## config.mk

```make
export PLATFORM = sky130hd
export DESIGN_NAME = stop_debouncer_flat
export DESIGN_NICKNAME = d
export VERILOG_FILES = /design/src/rtl/stop_debouncer_if.sv /design/src/rtl/stop_debouncer.sv /design/src/flat_wrapper.sv
export SDC_FILE = /design/constraint.sdc
export NUM_CORES = 1
export LEC_CHECK = 0
export CORE_MARGIN = 4
export CORE_UTILIZATION = 51
export CTS_BUF_LIST = sky130_fd_sc_hd__clkbuf_16
export DETAILED_ROUTE_END_ITERATION = 8
export PLACE_DENSITY = 0.92
export SYNTH_ARGS = -nofsm -noshare
export SYNTH_HDL_FRONTEND = slang
export SYNTH_SLANG_ARGS = --single-unit
```

## constraint.sdc

```tcl
create_clock -name clk -period 2.8 [get_ports clk]
set_input_delay 0.56 -clock clk [delete_from_list [all_inputs] [get_ports clk]]
set_output_delay 0.56 -clock clk [all_outputs]
set_load 0.02 [all_outputs]
```

## src/rtl/stop_debouncer_if.sv

```systemverilog
// CPU data-bus write port as seen by memory-mapped peripherals.
// The master drives the bus; the peripheral samples it through the slave modport.
interface stop_debouncer_if #(
    parameter int unsigned ADDR_WIDTH = 16
);
    logic [ADDR_WIDTH-1:0] dmem_addr;
    logic                  dmem_wen;
    logic                  dmem_byt;
    logic [15:0]           dmem_wdata;

    modport master (
        output dmem_addr,
        output dmem_wen,
        output dmem_byt,
        output dmem_wdata
    );

    modport slave (
        input dmem_addr,
        input dmem_wen,
        input dmem_byt,
        input dmem_wdata
    );
endinterface

```

## src/rtl/stop_debouncer.sv

```systemverilog
// Stop-switch debouncer: synchronises the raw active-low switch, accepts level
// changes only after DEBOUNCE_CYCLES stable samples, and keeps sticky event flags.
module stop_debouncer #(
    parameter int unsigned          DEBOUNCE_CYCLES = 270000,
    parameter int unsigned          ADDR_WIDTH      = 16,
    parameter logic [ADDR_WIDTH-1:0] CLR_ADDR       = ADDR_WIDTH'('h084)
) (
    input  logic                clk,
    input  logic                rst,
    input  logic                stop_n_raw,
    stop_debouncer_if.slave     dmem,
    output logic                stop_level,
    output logic                press_pulse,
    output logic [15:0]         status
);

    localparam int unsigned CNT_W = (DEBOUNCE_CYCLES > 1) ? $clog2(DEBOUNCE_CYCLES) : 1;
    localparam logic [CNT_W-1:0] CNT_LAST = CNT_W'(DEBOUNCE_CYCLES - 1);

    typedef enum logic [1:0] {
        RELEASED,
        PRESS_WAIT,
        PRESSED,
        RELEASE_WAIT
    } state_t;

    state_t           state;
    logic [CNT_W-1:0] cnt;
    logic [1:0]       sync_q;
    logic             press_flag;
    logic             release_flag;
    logic [7:0]       press_count;

    logic raw_pressed_c;
    logic press_accept_c;
    logic release_accept_c;
    logic clr_wr_c;
    logic unused_bus;

    // Two-flop synchronizer; resets to the released (high) level.
    always_ff @(posedge clk or posedge rst) begin
        if (rst) begin
            sync_q <= 2'b11;
        end else begin
            sync_q <= {sync_q[0], stop_n_raw};
        end
    end

    assign raw_pressed_c    = ~sync_q[1];
    assign press_accept_c   = (state == PRESS_WAIT)   &&  raw_pressed_c && (cnt == CNT_LAST);
    assign release_accept_c = (state == RELEASE_WAIT) && !raw_pressed_c && (cnt == CNT_LAST);
    assign clr_wr_c         = dmem.dmem_wen && (dmem.dmem_addr == CLR_ADDR);

    // Byte flag and the middle write-data bits carry no meaning for this register.
    assign unused_bus = &{1'b0, dmem.dmem_byt, dmem.dmem_wdata[14:2]};

    // Debounce FSM with registered level and press strobe.
    always_ff @(posedge clk or posedge rst) begin
        if (rst) begin
            state       <= RELEASED;
            cnt         <= '0;
            stop_level  <= 1'b0;
            press_pulse <= 1'b0;
        end else begin
            press_pulse <= 1'b0;
            case (state)
                RELEASED: begin
                    if (raw_pressed_c) begin
                        state <= PRESS_WAIT;
                        cnt   <= '0;
                    end
                end
                PRESS_WAIT: begin
                    if (!raw_pressed_c) begin
                        state <= RELEASED;
                    end else if (cnt == CNT_LAST) begin
                        state       <= PRESSED;
                        stop_level  <= 1'b1;
                        press_pulse <= 1'b1;
                    end else begin
                        cnt <= cnt + CNT_W'(1);
                    end
                end
                PRESSED: begin
                    if (!raw_pressed_c) begin
                        state <= RELEASE_WAIT;
                        cnt   <= '0;
                    end
                end
                RELEASE_WAIT: begin
                    if (raw_pressed_c) begin
                        state <= PRESSED;
                    end else if (cnt == CNT_LAST) begin
                        state      <= RELEASED;
                        stop_level <= 1'b0;
                    end else begin
                        cnt <= cnt + CNT_W'(1);
                    end
                end
                default: begin
                    state      <= RELEASED;
                    cnt        <= '0;
                    stop_level <= 1'b0;
                end
            endcase
        end
    end

    // Sticky flags and press counter; a same-cycle set or increment beats a clear.
    always_ff @(posedge clk or posedge rst) begin
        if (rst) begin
            press_flag   <= 1'b0;
            release_flag <= 1'b0;
            press_count  <= 8'd0;
        end else begin
            if (press_accept_c) begin
                press_flag <= 1'b1;
            end else if (clr_wr_c && dmem.dmem_wdata[0]) begin
                press_flag <= 1'b0;
            end

            if (release_accept_c) begin
                release_flag <= 1'b1;
            end else if (clr_wr_c && dmem.dmem_wdata[1]) begin
                release_flag <= 1'b0;
            end

            if (press_accept_c) begin
                press_count <= (clr_wr_c && dmem.dmem_wdata[15]) ? 8'd1 : press_count + 8'd1;
            end else if (clr_wr_c && dmem.dmem_wdata[15]) begin
                press_count <= 8'd0;
            end
        end
    end

    assign status = {press_count, 5'd0, release_flag, press_flag, stop_level};

endmodule

```

## src/flat_wrapper.sv

```systemverilog
// flat-port wrapper written by rule: the top's interface ports become plain ports
module stop_debouncer_flat 
#(
    parameter int unsigned          DEBOUNCE_CYCLES = 270000,
    parameter int unsigned          ADDR_WIDTH      = 16,
    parameter logic [ADDR_WIDTH-1:0] CLR_ADDR       = ADDR_WIDTH'('h084)
)
  (clk, rst, stop_n_raw, stop_level, press_pulse, status, dmem_dmem_addr, dmem_dmem_wen, dmem_dmem_byt, dmem_dmem_wdata);
  stop_debouncer_if #(.ADDR_WIDTH(ADDR_WIDTH)) dmem_i ();
  input  logic clk;
  input  logic rst;
  input  logic stop_n_raw;
  output logic stop_level;
  output logic press_pulse;
  output logic [15:0] status;
  input wire logic [$bits(dmem_i.dmem_addr)-1:0] dmem_dmem_addr;
  input wire logic [$bits(dmem_i.dmem_wen)-1:0] dmem_dmem_wen;
  input wire logic [$bits(dmem_i.dmem_byt)-1:0] dmem_dmem_byt;
  input wire logic [$bits(dmem_i.dmem_wdata)-1:0] dmem_dmem_wdata;
  assign dmem_i.dmem_addr = dmem_dmem_addr;
  assign dmem_i.dmem_wen = dmem_dmem_wen;
  assign dmem_i.dmem_byt = dmem_dmem_byt;
  assign dmem_i.dmem_wdata = dmem_dmem_wdata;
  stop_debouncer #(.DEBOUNCE_CYCLES(DEBOUNCE_CYCLES), .ADDR_WIDTH(ADDR_WIDTH), .CLR_ADDR(CLR_ADDR)) u_core (.clk(clk), .rst(rst), .stop_n_raw(stop_n_raw), .dmem(dmem_i), .stop_level(stop_level), .press_pulse(press_pulse), .status(status));
endmodule
```

==> results of run 1 <==
## layer usage
layer,part of all wire,GRT usage,up-vias
met5,0,0,-
met4,0.015,0.0998,0
met3,0.048,0.0519,8
met2,0.50,0.318,30
met1,0.43,0.235,716
li1,-,-,733
## state kept, by name, indices dropped and copies added (netlist names), named ones only
register and cells:
u_core.release_flag 1, u_core.press_pulse 1, u_core.cnt 19, u_core.sync_q 2
u_core.press_flag 1, u_core.press_count 8, u_core.state 1, u_core.stop_level 1
## cells in the mapped netlist, types with 3 or more instances
library cell	instances	area, µm²
and3_1	6	37.5
dfrtp_1	33	826
inv_1	5	18.8
nor4_1	4	25.0
xnor2_1	8	70.1
a21oi_1	5	25.0
o21ai_0	8	40.0
nor3_1	6	30.0
nand3_1	11	55.1
a21o_1	3	22.5
a22o_1	3	26.3
nand4_1	8	50.1
buf_4	8	60.1
xor2_1	10	87.6
nor2_1	18	67.6
nand2_1	21	78.8
and2_1	3	18.8
## cell families (layout without fill, tap and decap cells)
| group | after synthesis | count (layout) | share of synthesized area |
|---|---|---|---|
| AO/OA/AOI/OAI | 24 | 24 | 0.0788 |
| XOR/XNOR | 18 | 18 | 0.0834 |
| adder cells (fa/ha/maj) | 2 | 2 | 0.0132 |
| buffers and inverters | 21 | 50 | 0.0668 |
| flip-flops | 35 | 35 | 0.465 |
| multiplexers | 1 | 1 | 0.00529 |
| other | 1 | 5 | 0.00198 |
| AND/OR/NAND/NOR | 94 | 94 | 0.286 |
## through the flow
step	hold WS (ns)	total power, mW	area, µm²	setup slack, ns	util
after floorplan	0.345	0.596	1910	1.08	-
after global placement	0.346	0.630	2220	0.596	0.641
after detailed placement	0.350	0.634	2220	0.515	0.641
after CTS	0.357	1.15	2360	0.799	0.680
after global routing	0.362	1.19	2360	0.602	0.680
final	0.355	1.14	2360	0.804	0.680
## worst max-delay path, delay by kind of cell, from the launching register on
| family | cells | cell delay [ns] |
|---|---|---|
| and+or+nand+nor | 4 | 0.80 |
| DFF | 1 | 0.61 |
| AOI/OAI and AO/OA | 1 | 0.37 |
| buffers and inverters | 1 | 0.11 |
## report_power, final
part	total [mW]	switching [mW]	internal [mW]
Sequential	0.538	0.0170	0.521
Clock	0.510	0.191	0.319
Combinational	0.0882	0.0408	0.0473
## cell type report
cell class | count | share of cell area
multi-input combinational | 144 | 0.382
sequential | 35 | 0.372
timing repair buffer | 37 | 0.155
clock buffer | 5 | 0.0531
tap | 46 | 0.0244
inverter | 6 | 0.00955
clock inverter | 2 | 0.00371
## worst max-delay path by stage
stage                 startpoint                    end  cells past startpoint
2_1_floorplan  dmem_dmem_addr[8]  u_core.press_count[0]                      6
3_5_place_dp   dmem_dmem_addr[8]  u_core.press_count[0]                      6
5_1_grt        dmem_dmem_addr[8]  u_core.press_count[0]                      6
3_3_place_gp   dmem_dmem_addr[8]  u_core.press_count[0]                      6
6_report         u_core.state[0]          u_core.cnt[1]                      6
4_1_cts        dmem_dmem_addr[8]  u_core.press_count[0]                      6
==> key figures, run 1 <==
Worst hold path
  • Hold depth: 0
  • Worst Hold Endpoint: u_core.sync_q[1]
  • HP Class: reg -> reg
  • Hold Startpoint: u_core.sync_q[0]

Global routing
  • Gr ovfl total: 0
  • Largest net degree at the start of global routing: 36
  • Initial antenna violation count: 0
  • GRT Resource Usage Total: 0.195
  • Vias in the first global route: around 1500
  • First-pass GRT wire length: 6.73 mm

Power and ir drop
  • Power per Cell Area: roughly 480 mW/mm²
  • VDD IR max: about 430 µV
  • LEAKAGE: 0.981 nW

Synthesis
  • Synth Flop Type: dfrtp_1
  • Synthesized flop and latch total: 35
  • Synthesized cell area: ~0.0019 mm²
  • Ys Warns: 0
  • Post-synth EDFFs: 0
  • Cells after Synth: 196
  • Register area share after synthesis: 0.465
  • Yosys cell types: between 40 and 50
  • Avg Cell Area, Syn: 9.65 µm²
  • Ys async rst share: 1.00

Clocking
  • CTS tree: built
  • Clock Latency Late Sink: ~0.28 ns
  • H-tree levels: 2
  • Hold-fix buffers, CTS: 0
  • Worst-path clk slew: 0.05 ns
  • Cell at the root of the clock tree: clkbuf_16
  • # resized after CTS: 0
  • CTS Buffer Depth: 2
  • CTS Buf Count: 5
  • Setup bufs post-CTS: 0
  • Clk sink count: 35

Layout
  • Ant diodes: 0
  • FILL cells: approximately 260
  • Commonest non-fill, non-tap cell in the layout: clkdlybuf4s50_1
  • P&R area growth vs syn: 24.8%
  • Share of layout cells above drive strength 1: 0.0917
  • Register Area: approximately 880 µm²
  • Footprint of the multi-input gates: roughly 900 µm²
  • Final net count: approximately 270
  • Highest-count cells in the layout ignoring fill and taps: clkdlybuf4s50_1, dfrtp_1, nand2_1
  • Non-filler cells in the finished layout: 275

Setup path
  • CP max-delay cell: dfrtp_1
  • CP startpoint kind: register
  • R2r startpoint: u_core.state[0]
  • Critical R2R Capture: u_core.cnt[1]
  • Worst Path Class, Setup: reg -> reg
  • CP cell instances: and4b_1 -> and4_4 -> a21o_1 -> inv_2 -> nand3_1 -> nand2_1
  • Required @ worst endpoint: between 2 and 3 ns
  • FF-to-FF setup slack: about 0.80 ns
  • Arr. time, crit path: around 2.2 ns
  • Worst setup EP type: register
  • Crit-path max FO: 17
  • Slowest stage delay, CP: 0.61 ns
  • R2r worst-path depth: 6

Floorplanning
  • Die height: ~69 µm
  • Die W: between 60 and 70 µm
  • Cell row count: 21
  • Core area: 0.00347 mm²
  • Die Area: roughly 0.0047 mm²
  • Initial Util: 0.545
  • Top Ports: between 50 and 60

Placement
  • Gpl congestion: 0.824
  • Hpwl dp: 2.82 mm
  • Port Buffer Count: 35
  • Cell Count Post-Placement: between 200 and 300

Timing
  • Setup_tns: 0 ns
  • Slew of the pin with the lowest slew margin: 0.541 ns
  • Clock skew: approximately 0.0032 ns
  • FMAX: between 500 and 600 MHz
  • Fin crit period: ~2 ns
  • Relative slew slack: 0.638
  • RSZ-0062 raised after global routing: false
  • Fin. max-slew vios: 0
  • # setup viols final: 0
  • Final Hold Vio Count: 0
  • Crit share post-route: 0.713

Routing
  • Initial drt markers: 85
  • Via count: 1487
  • Via-to-Cell Ratio: 5.41
  • Total iterations of the first detailed-routing run: 4
  • DRC Markers: 0
  • Routed wire length per instance: 14.3 µm
  • Routed Antenna Nets: 0
  • Drt total wl: between 3 and 4 mm

Run
  • Max cap viols: 0

Status
  • Run status: complete, no violations
(Power assumes the default switching activity.)
==> run 2, diff against run 1 <==
--- a/config.mk
+++ b/config.mk
@@ -6,10 +6,10 @@
 export NUM_CORES = 1
 export LEC_CHECK = 0
 export CORE_MARGIN = 4
-export CORE_UTILIZATION = 51
+export CORE_UTILIZATION = 47
 export CTS_BUF_LIST = sky130_fd_sc_hd__clkbuf_16
 export DETAILED_ROUTE_END_ITERATION = 8
-export PLACE_DENSITY = 0.92
+export PLACE_DENSITY = 0.86
 export SYNTH_ARGS = -nofsm -noshare
 export SYNTH_HDL_FRONTEND = slang
 export SYNTH_SLANG_ARGS = --single-unit
==> constraint.sdc (replaced) <==
create_clock -name clk -period 1.9 [get_ports clk]
set_input_delay 0.38 -clock clk [delete_from_list [all_inputs] [get_ports clk]]
set_output_delay 0.38 -clock clk [all_outputs]
set_load 0.02 [all_outputs]
==> run 2 against run 1 <==
  * Maximum frequency grew 11%
  * Total power grew 48%
  * Core utilization is 1.7 points lower
  * Wire length is 4.8% higher
  * Largest power group unchanged
  * Highest routed layer unchanged
  * Global-route usage is 1.0 points lower
  * Sequential power up 47%
  * Combinational power is 61% higher
  * Non-clock buffer count grew 14
==> key figures, run 2 (synthesis gave the netlist of run 1 again) <==
Routing
  • Drt total wl: 4.12 mm (+4.8%)
  • Via-to-Cell Ratio: 5.42 (+0.19%)
  • Routed wire length per instance: 14.1 µm (-1.3%)
  • Routed Antenna Nets: 0 (unchanged)
  • Initial drt markers: 101 (+19%)
  • DRC Markers: 0 (unchanged)
  • Total iterations of the first detailed-routing run: 4 (unchanged)
  • Via count: 1582 (+6.4%)

Setup path
  • Crit-path max FO: 8 (-9)
  • Worst Path Class, Setup: reg -> reg
  • FF-to-FF setup slack: 0.10 ns (-0.70 ns)
  • R2r startpoint: u_core.sync_q[1]
  • Worst setup EP type: register
  • CP startpoint kind: register
  • Required @ worst endpoint: 2.06 ns (-0.91 ns)
  • Critical R2R Capture: u_core.cnt[1]
  • Arr. time, crit path: 1.96 ns (-0.20 ns)
  • R2r worst-path depth: 5 (-1)

Clocking
  • CTS Buf Count: 5 (unchanged)
  • H-tree levels: 2 (unchanged)
  • Clock Latency Late Sink: 0.28 ns (about the same)
  • Cell at the root of the clock tree: clkbuf_16
  • Worst-path clk slew: 0.05 ns (about the same)
  • Clk sink count: 35 (unchanged)
  • CTS Buffer Depth: 2 (unchanged)
  • CTS tree: built
  • Hold-fix buffers, CTS: 0 (unchanged)

Floorplanning
  • Cell row count: 22 (+4.8%)
  • Die W: 71.4 µm (+3.7%)
  • Initial Util: 0.501 (-0.0438)
  • Top Ports: 55 (unchanged)
  • Core area: 0.00377 mm² (+8.7%)
  • Die Area: 0.00510 mm² (+7.5%)
  • Die height: 71.4 µm (+3.7%)

Timing
  • RSZ-0062 raised after global routing: false
  • Slew of the pin with the lowest slew margin: 0.576 ns (+0.0344 ns)
  • Final Hold Vio Count: 0 (unchanged)
  • Fin. max-slew vios: 0 (unchanged)
  • FMAX: 556 MHz (+11%)
  • Fin crit period: 1.80 ns (-0.198 ns)
  • # setup viols final: 0 (unchanged)
  • Relative slew slack: 0.615 (-0.0230)
  • Crit share post-route: 0.946 (+0.233)
  • Clock skew: 0.00816 ns (+0.00497 ns)

Global routing
  • Initial antenna violation count: 0 (unchanged)
  • Gr ovfl total: 0 (unchanged)
  • Largest net degree at the start of global routing: 16 (-56%)
  • Vias in the first global route: 1609 (+8.8%)
  • First-pass GRT wire length: 7.36 mm (+9.2%)
  • GRT Resource Usage Total: 0.185 (-0.00997)

Layout
  • Biggest register: u_core.cnt
  • Final net count: 282 (+5.2%)
  • Final core utilization: 0.663 (-0.0171)
  • Max FFs per register: 19 (unchanged)
  • P&R area growth vs syn: 32.2%
  • Biggest regs: u_core.cnt x19, u_core.press_count x8, u_core.sync_q x2
  • Commonest non-fill, non-tap cell in the layout: clkdlybuf4s50_1
  • Share of layout cells above drive strength 1: 0.143 (+0.0517)
  • Highest-count cells in the layout ignoring fill and taps: clkdlybuf4s50_1, dfrtp_1, nand2_1
  • Ant diodes: 0 (unchanged)
  • FILL cells: 302 (+17%)

Worst hold path
  • HP Class: reg -> reg
  • Hold Startpoint: u_core.sync_q[0]
  • Hold depth: 0 (unchanged)
  • Worst Hold Endpoint: u_core.sync_q[1]

Power and ir drop
  • Power per Cell Area: 673 mW/mm² (+40%)
  • VDD IR max: 585 µV (+36%)
  • LEAKAGE: 1.07 nW (+8.9%)
  • Final Power: 1.68 mW (+48%)

Status
  • Run status: complete, no violations

Placement
  • Hpwl dp: 3.19 mm (+13%)
  • Gpl congestion: 0.860 (+4.4%)
  • Port Buffer Count: 35 (unchanged)

Run
  • Max cap viols: 0 (unchanged)
run 2: cell types whose count changed in the layout (fill, tap and decap cells not counted):
cell	change
buf_4	+12
buf_12	+2
clkinv_1	+1
clkinv_2	-1
inv_1	+1
nor4_1	-1
nor4_2	+1
run 2: how the worst max path moves through the flow:
stage,from,end,slack (ns),cells past startpoint
2_1_floorplan,u_core.cnt[0],u_core.cnt[16],0.30,7
3_3_place_gp,dmem_dmem_addr[8],u_core.press_count[5],0.05,6
3_5_place_dp,dmem_dmem_addr[8],u_core.press_count[4],-0.09,6
4_1_cts,u_core.cnt[15],u_core.cnt[1],0.09,6
5_1_grt,u_core.sync_q[1],u_core.cnt[1],0.01,5
6_report,u_core.sync_q[1],u_core.cnt[1],0.10,5
run 2: critical path, stage by stage, from the launching register on:
cell and delay [ns]:
dfstp_2 0.57, xor2_1 0.49, a21o_1 0.37, inv_2 0.11, nand3_1 0.10, nand2_1 0.05
run 2: routing by layer:
| metal | routed length [µm] | share of wire | GRT usage | vias up |
|---|---|---|---|---|
| met2 | 2120 | 0.51 | 0.294 | 36 |
| li1 | - | - | - | 763 |
| met4 | 74 | 0.018 | 0.0856 | 0 |
| met5 | 0 | 0 | 0 | - |
| met3 | 142 | 0.034 | 0.0589 | 8 |
| met1 | 1790 | 0.43 | 0.228 | 775 |
run 2: metrics by stage:
stage	hold slack (ns)	setup WS, ns	TNS, ns	cells	area (µm²)
6_report	0.354	0.103	0	292	2500
2_1_floorplan	0.345	0.296	0	200	1910
4_1_cts	0.356	0.0866	0	290	2470
5_1_grt	0.362	0.0138	0	292	2500
3_5_place_dp	0.349	-0.0920	-0.629	282	2330
3_3_place_gp	0.346	0.0493	0	282	2330
run 2: area by class of cell:
class	instances	area (µm²)	area share
inverter	6	22.5	0.00901
clock inverter	3	11.3	0.00450
tap	48	60.1	0.0240
clock buffer	5	125	0.0501
multi-input combinational	144	907	0.363
sequential	35	878	0.351
timing repair buffer	51	495	0.198
run 2: repair_timing:
| action | in CTS | in global routing |
|---|---|---|
| resized for setup | 0 | 1 |
| setup buffers | 0 | 2 |
| setup endpoints to repair | 0 | 8 |
run 2: where the power goes:
part	internal (mW)	total [mW]	switching, mW
registers	0.768	0.789	0.0208
logic	0.0756	0.142	0.0666
clock network	0.470	0.752	0.281
==> run 3, diff against run 2 <==
--- a/config.mk
+++ b/config.mk
@@ -10,6 +10,7 @@
 export CTS_BUF_LIST = sky130_fd_sc_hd__clkbuf_16
 export DETAILED_ROUTE_END_ITERATION = 8
 export PLACE_DENSITY = 0.86
+export RECOVER_POWER = 100
 export SYNTH_ARGS = -nofsm -noshare
 export SYNTH_HDL_FRONTEND = slang
 export SYNTH_SLANG_ARGS = --single-unit
==> constraint.sdc (replaced) <==
create_clock -name clk -period 1.9 [get_ports clk]
set_input_delay 0.19 -clock clk [delete_from_list [all_inputs] [get_ports clk]]
set_output_delay 0.19 -clock clk [all_outputs]
set_load 0.02 [all_outputs]
==> run 3 against run 2 <==
  * Combinational power is 4% lower
  * Design area is 2.7% lower
  * Non-clock buffer count is 6 lower
  * Total power hardly changed
  * Worst setup slack better by 0.033 ns
  * Hold slack better by 0.00094 ns
  * Critical path type unchanged
  * Largest power group unchanged
==> key figures, run 3 (synthesis gave the netlist of run 1 again) <==
Clocking
  • Worst-path clk slew: 0.05 ns (about the same)
  • H-tree levels: 2 (unchanged)
  • CTS Buf Count: 5 (unchanged)
  • Clock Latency Late Sink: 0.28 ns (about the same)
  • CTS Buffer Depth: 2 (unchanged)
  • Setup bufs post-CTS: 0 (unchanged)
  • Clk sink count: 35 (unchanged)
  • Cell at the root of the clock tree: clkbuf_16
  • CTS tree: built

Layout
  • Biggest register: u_core.cnt
  • Non-filler cells in the finished layout: 286 (-2.1%)
  • Ant diodes: 0 (unchanged)
  • Footprint of the multi-input gates: 912 µm² (+0.55%)
  • Biggest regs: u_core.cnt x19, u_core.press_count x8, u_core.sync_q x2
  • Final core utilization: 0.645 (-0.0179)
  • Commonest non-fill, non-tap cell in the layout: dfrtp_1
  • Max FFs per register: 19 (unchanged)
  • FILL cells: 291 (-3.6%)
  • Share of layout cells above drive strength 1: 0.122 (-0.0216)
  • Highest-count cells in the layout ignoring fill and taps: dfrtp_1, nand2_1, clkdlybuf4s50_1
  • Final net count: 276 (-2.1%)
  • P&R area growth vs syn: 28.7%
  • Register Area: 878 µm² (unchanged)

Global routing
  • Gr ovfl total: 0 (unchanged)
  • Initial antenna violation count: 0 (unchanged)
  • GRT Resource Usage Total: 0.171 (-0.0139)
  • First-pass GRT wire length: 6.84 mm (-7.0%)
  • Largest net degree at the start of global routing: 36 (+20)
  • Vias in the first global route: 1604 (-0.31%)

Timing
  • Fin. max-slew vios: 0 (unchanged)
  • # setup viols final: 0 (unchanged)
  • FMAX: 567 MHz (+1.9%)
  • Relative slew slack: 0.436 (-0.179)
  • Slew of the pin with the lowest slew margin: 0.846 ns (+0.270 ns)
  • Fin crit period: 1.76 ns (-0.0327 ns)
  • RSZ-0062 raised after global routing: false
  • Crit share post-route: 0.929 (-0.0172)
  • Final Hold Vio Count: 0 (unchanged)
  • Clock skew: 0.00367 ns (-0.00450 ns)
  • Setup_tns: 0 ns (unchanged)
  • Setup ws final: 0.136 ns (+0.0327 ns)

Power and ir drop
  • Switching Fraction: 0.221 (+0.00195)
  • Sequential share of power: 0.469 (about the same)
  • VDD IR max: 612 µV (+4.7%)
  • P_int: 1.31 mW (-0.29%)
  • Combinational power share: 0.081 (-0.004)
  • P_sw: 0.372 mW (+0.86%)
  • Clock power frac: 0.451 (+0.004)
  • Power per Cell Area: 692 mW/mm² (+2.7%)
  • LEAKAGE: 1.01 nW (-5.8%)

Setup path
  • Required @ worst endpoint: 2.07 ns (about the same)
  • CP startpoint kind: register
  • Crit-path max FO: 8 (unchanged)
  • Worst Path Class, Setup: reg -> reg
  • R2r worst-path depth: 6 (+1)
  • Worst setup EP type: register
  • FF-to-FF setup slack: 0.14 ns (+0.03 ns)
  • Arr. time, crit path: 1.93 ns (-0.03 ns)

Floorplanning
  • Die W: 71.4 µm (unchanged)
  • Core area: 0.00377 mm² (unchanged)
  • Cell row count: 22 (unchanged)
  • Initial Util: 0.501 (unchanged)
  • Die height: 71.4 µm (unchanged)
  • Die Area: 0.00510 mm² (unchanged)
  • Top Ports: 55 (unchanged)

Routing
  • Via-to-Cell Ratio: 5.47 (+1.0%)
  • Via count: 1565 (-1.1%)
  • Drt total wl: 4.03 mm (-2.2%)
  • DRC Markers: 0 (unchanged)
  • Met2 Wirelength: 2.03 mm (-4.2%)
  • Routed wire length per instance: 14.1 µm (-0.18%)
  • Met1 wire length: 1.69 mm (-5.6%)
  • DR top layer: met4
  • DR WL met3: 187 µm (+32%)
  • Initial drt markers: 83 (-18%)
  • Total iterations of the first detailed-routing run: 4 (unchanged)
  • Routed Antenna Nets: 0 (unchanged)

Status
  • Run status: complete, no violations

Placement
  • Hpwl dp: 2.96 mm (-7.4%)
  • Cell Count Post-Placement: 278 (-1.4%)
  • Pre-CTS setup slack: 0.125 ns (+0.217 ns)
  • Port Buffer Count: 35 (unchanged)
  • Gpl congestion: 0.853 (-0.84%)

Run
  • Max cap viols: 0 (unchanged)

Worst hold path
  • Hold depth: 0 (unchanged)
  • HP Class: reg -> reg
-- run 3: cell count changes in the layout (fill, tap and decap cells not counted), sizes merged --
cell,delta
clkbuf,+1
dlygate4sd3,+15
buf,-7
clkdlybuf4s50,-15
-- run 3: final timing paths --
path,from,to
min in group asynchronous,rst,u_core.cnt[18]
max reg2reg,u_core.cnt[14],u_core.cnt[1]
max in group asynchronous,rst,u_core.release_flag
min,u_core.sync_q[0],u_core.sync_q[1]
max,u_core.cnt[14],u_core.cnt[1]
min reg2reg,u_core.sync_q[0],u_core.sync_q[1]
-- run 3: repair_timing --
action	in CTS	in global routing
endpoints found under the setup margin	0	2
hold buffers	0	0
gates resized for setup	0	2
-- run 3: stage by stage --
| step | hold WS [ns] | area [µm²] | power [mW] |
|---|---|---|---|
| floorplan | 0.194 | 1910 | 0.878 |
| global placement | 0.346 | 2290 | 0.933 |
| detailed placement | 0.349 | 2290 | 0.938 |
| CTS | 0.311 | 2420 | 1.70 |
| global route | 0.362 | 2430 | 1.75 |
| finish | 0.355 | 2430 | 1.68 |
-- run 3: cell type report --
| cell class | instances | share of cell area |
|---|---|---|
| Tap cell | 48 | 0.0247 |
| Clock buffer | 5 | 0.0514 |
| Timing Repair Buffer | 45 | 0.174 |
| Clock inverter | 3 | 0.00463 |
| Multi-Input combinational cell | 144 | 0.375 |
| Sequential cell | 35 | 0.361 |
| Inverter | 6 | 0.00926 |
-- run 3: power groups by stage --
stage | clock network, mW | logic [mW] | registers [mW]
floorplan | 0 | 0.0821 | 0.796
global placement | 0 | 0.134 | 0.799
detailed placement | 0 | 0.138 | 0.800
CTS | 0.772 | 0.139 | 0.787
global route | 0.807 | 0.150 | 0.791
finish | 0.758 | 0.136 | 0.788
-- run 3: metal layers --
| layer | track usage | vias to the layer above |
|---|---|---|
| li1 | - | 756 |
| met4 | 0.0856 | 0 |
| met2 | 0.282 | 37 |
| met5 | 0 | - |
| met1 | 0.200 | 760 |
| met3 | 0.0533 | 12 |
-- run 3: critical path, stage by stage, from the launching register on --
cell     delay, ns
dfrtp_1       0.43
nor4_1        0.29
and4_4        0.33
a21o_1        0.34
inv_2         0.11
nand3_1       0.09
nand2_1       0.05
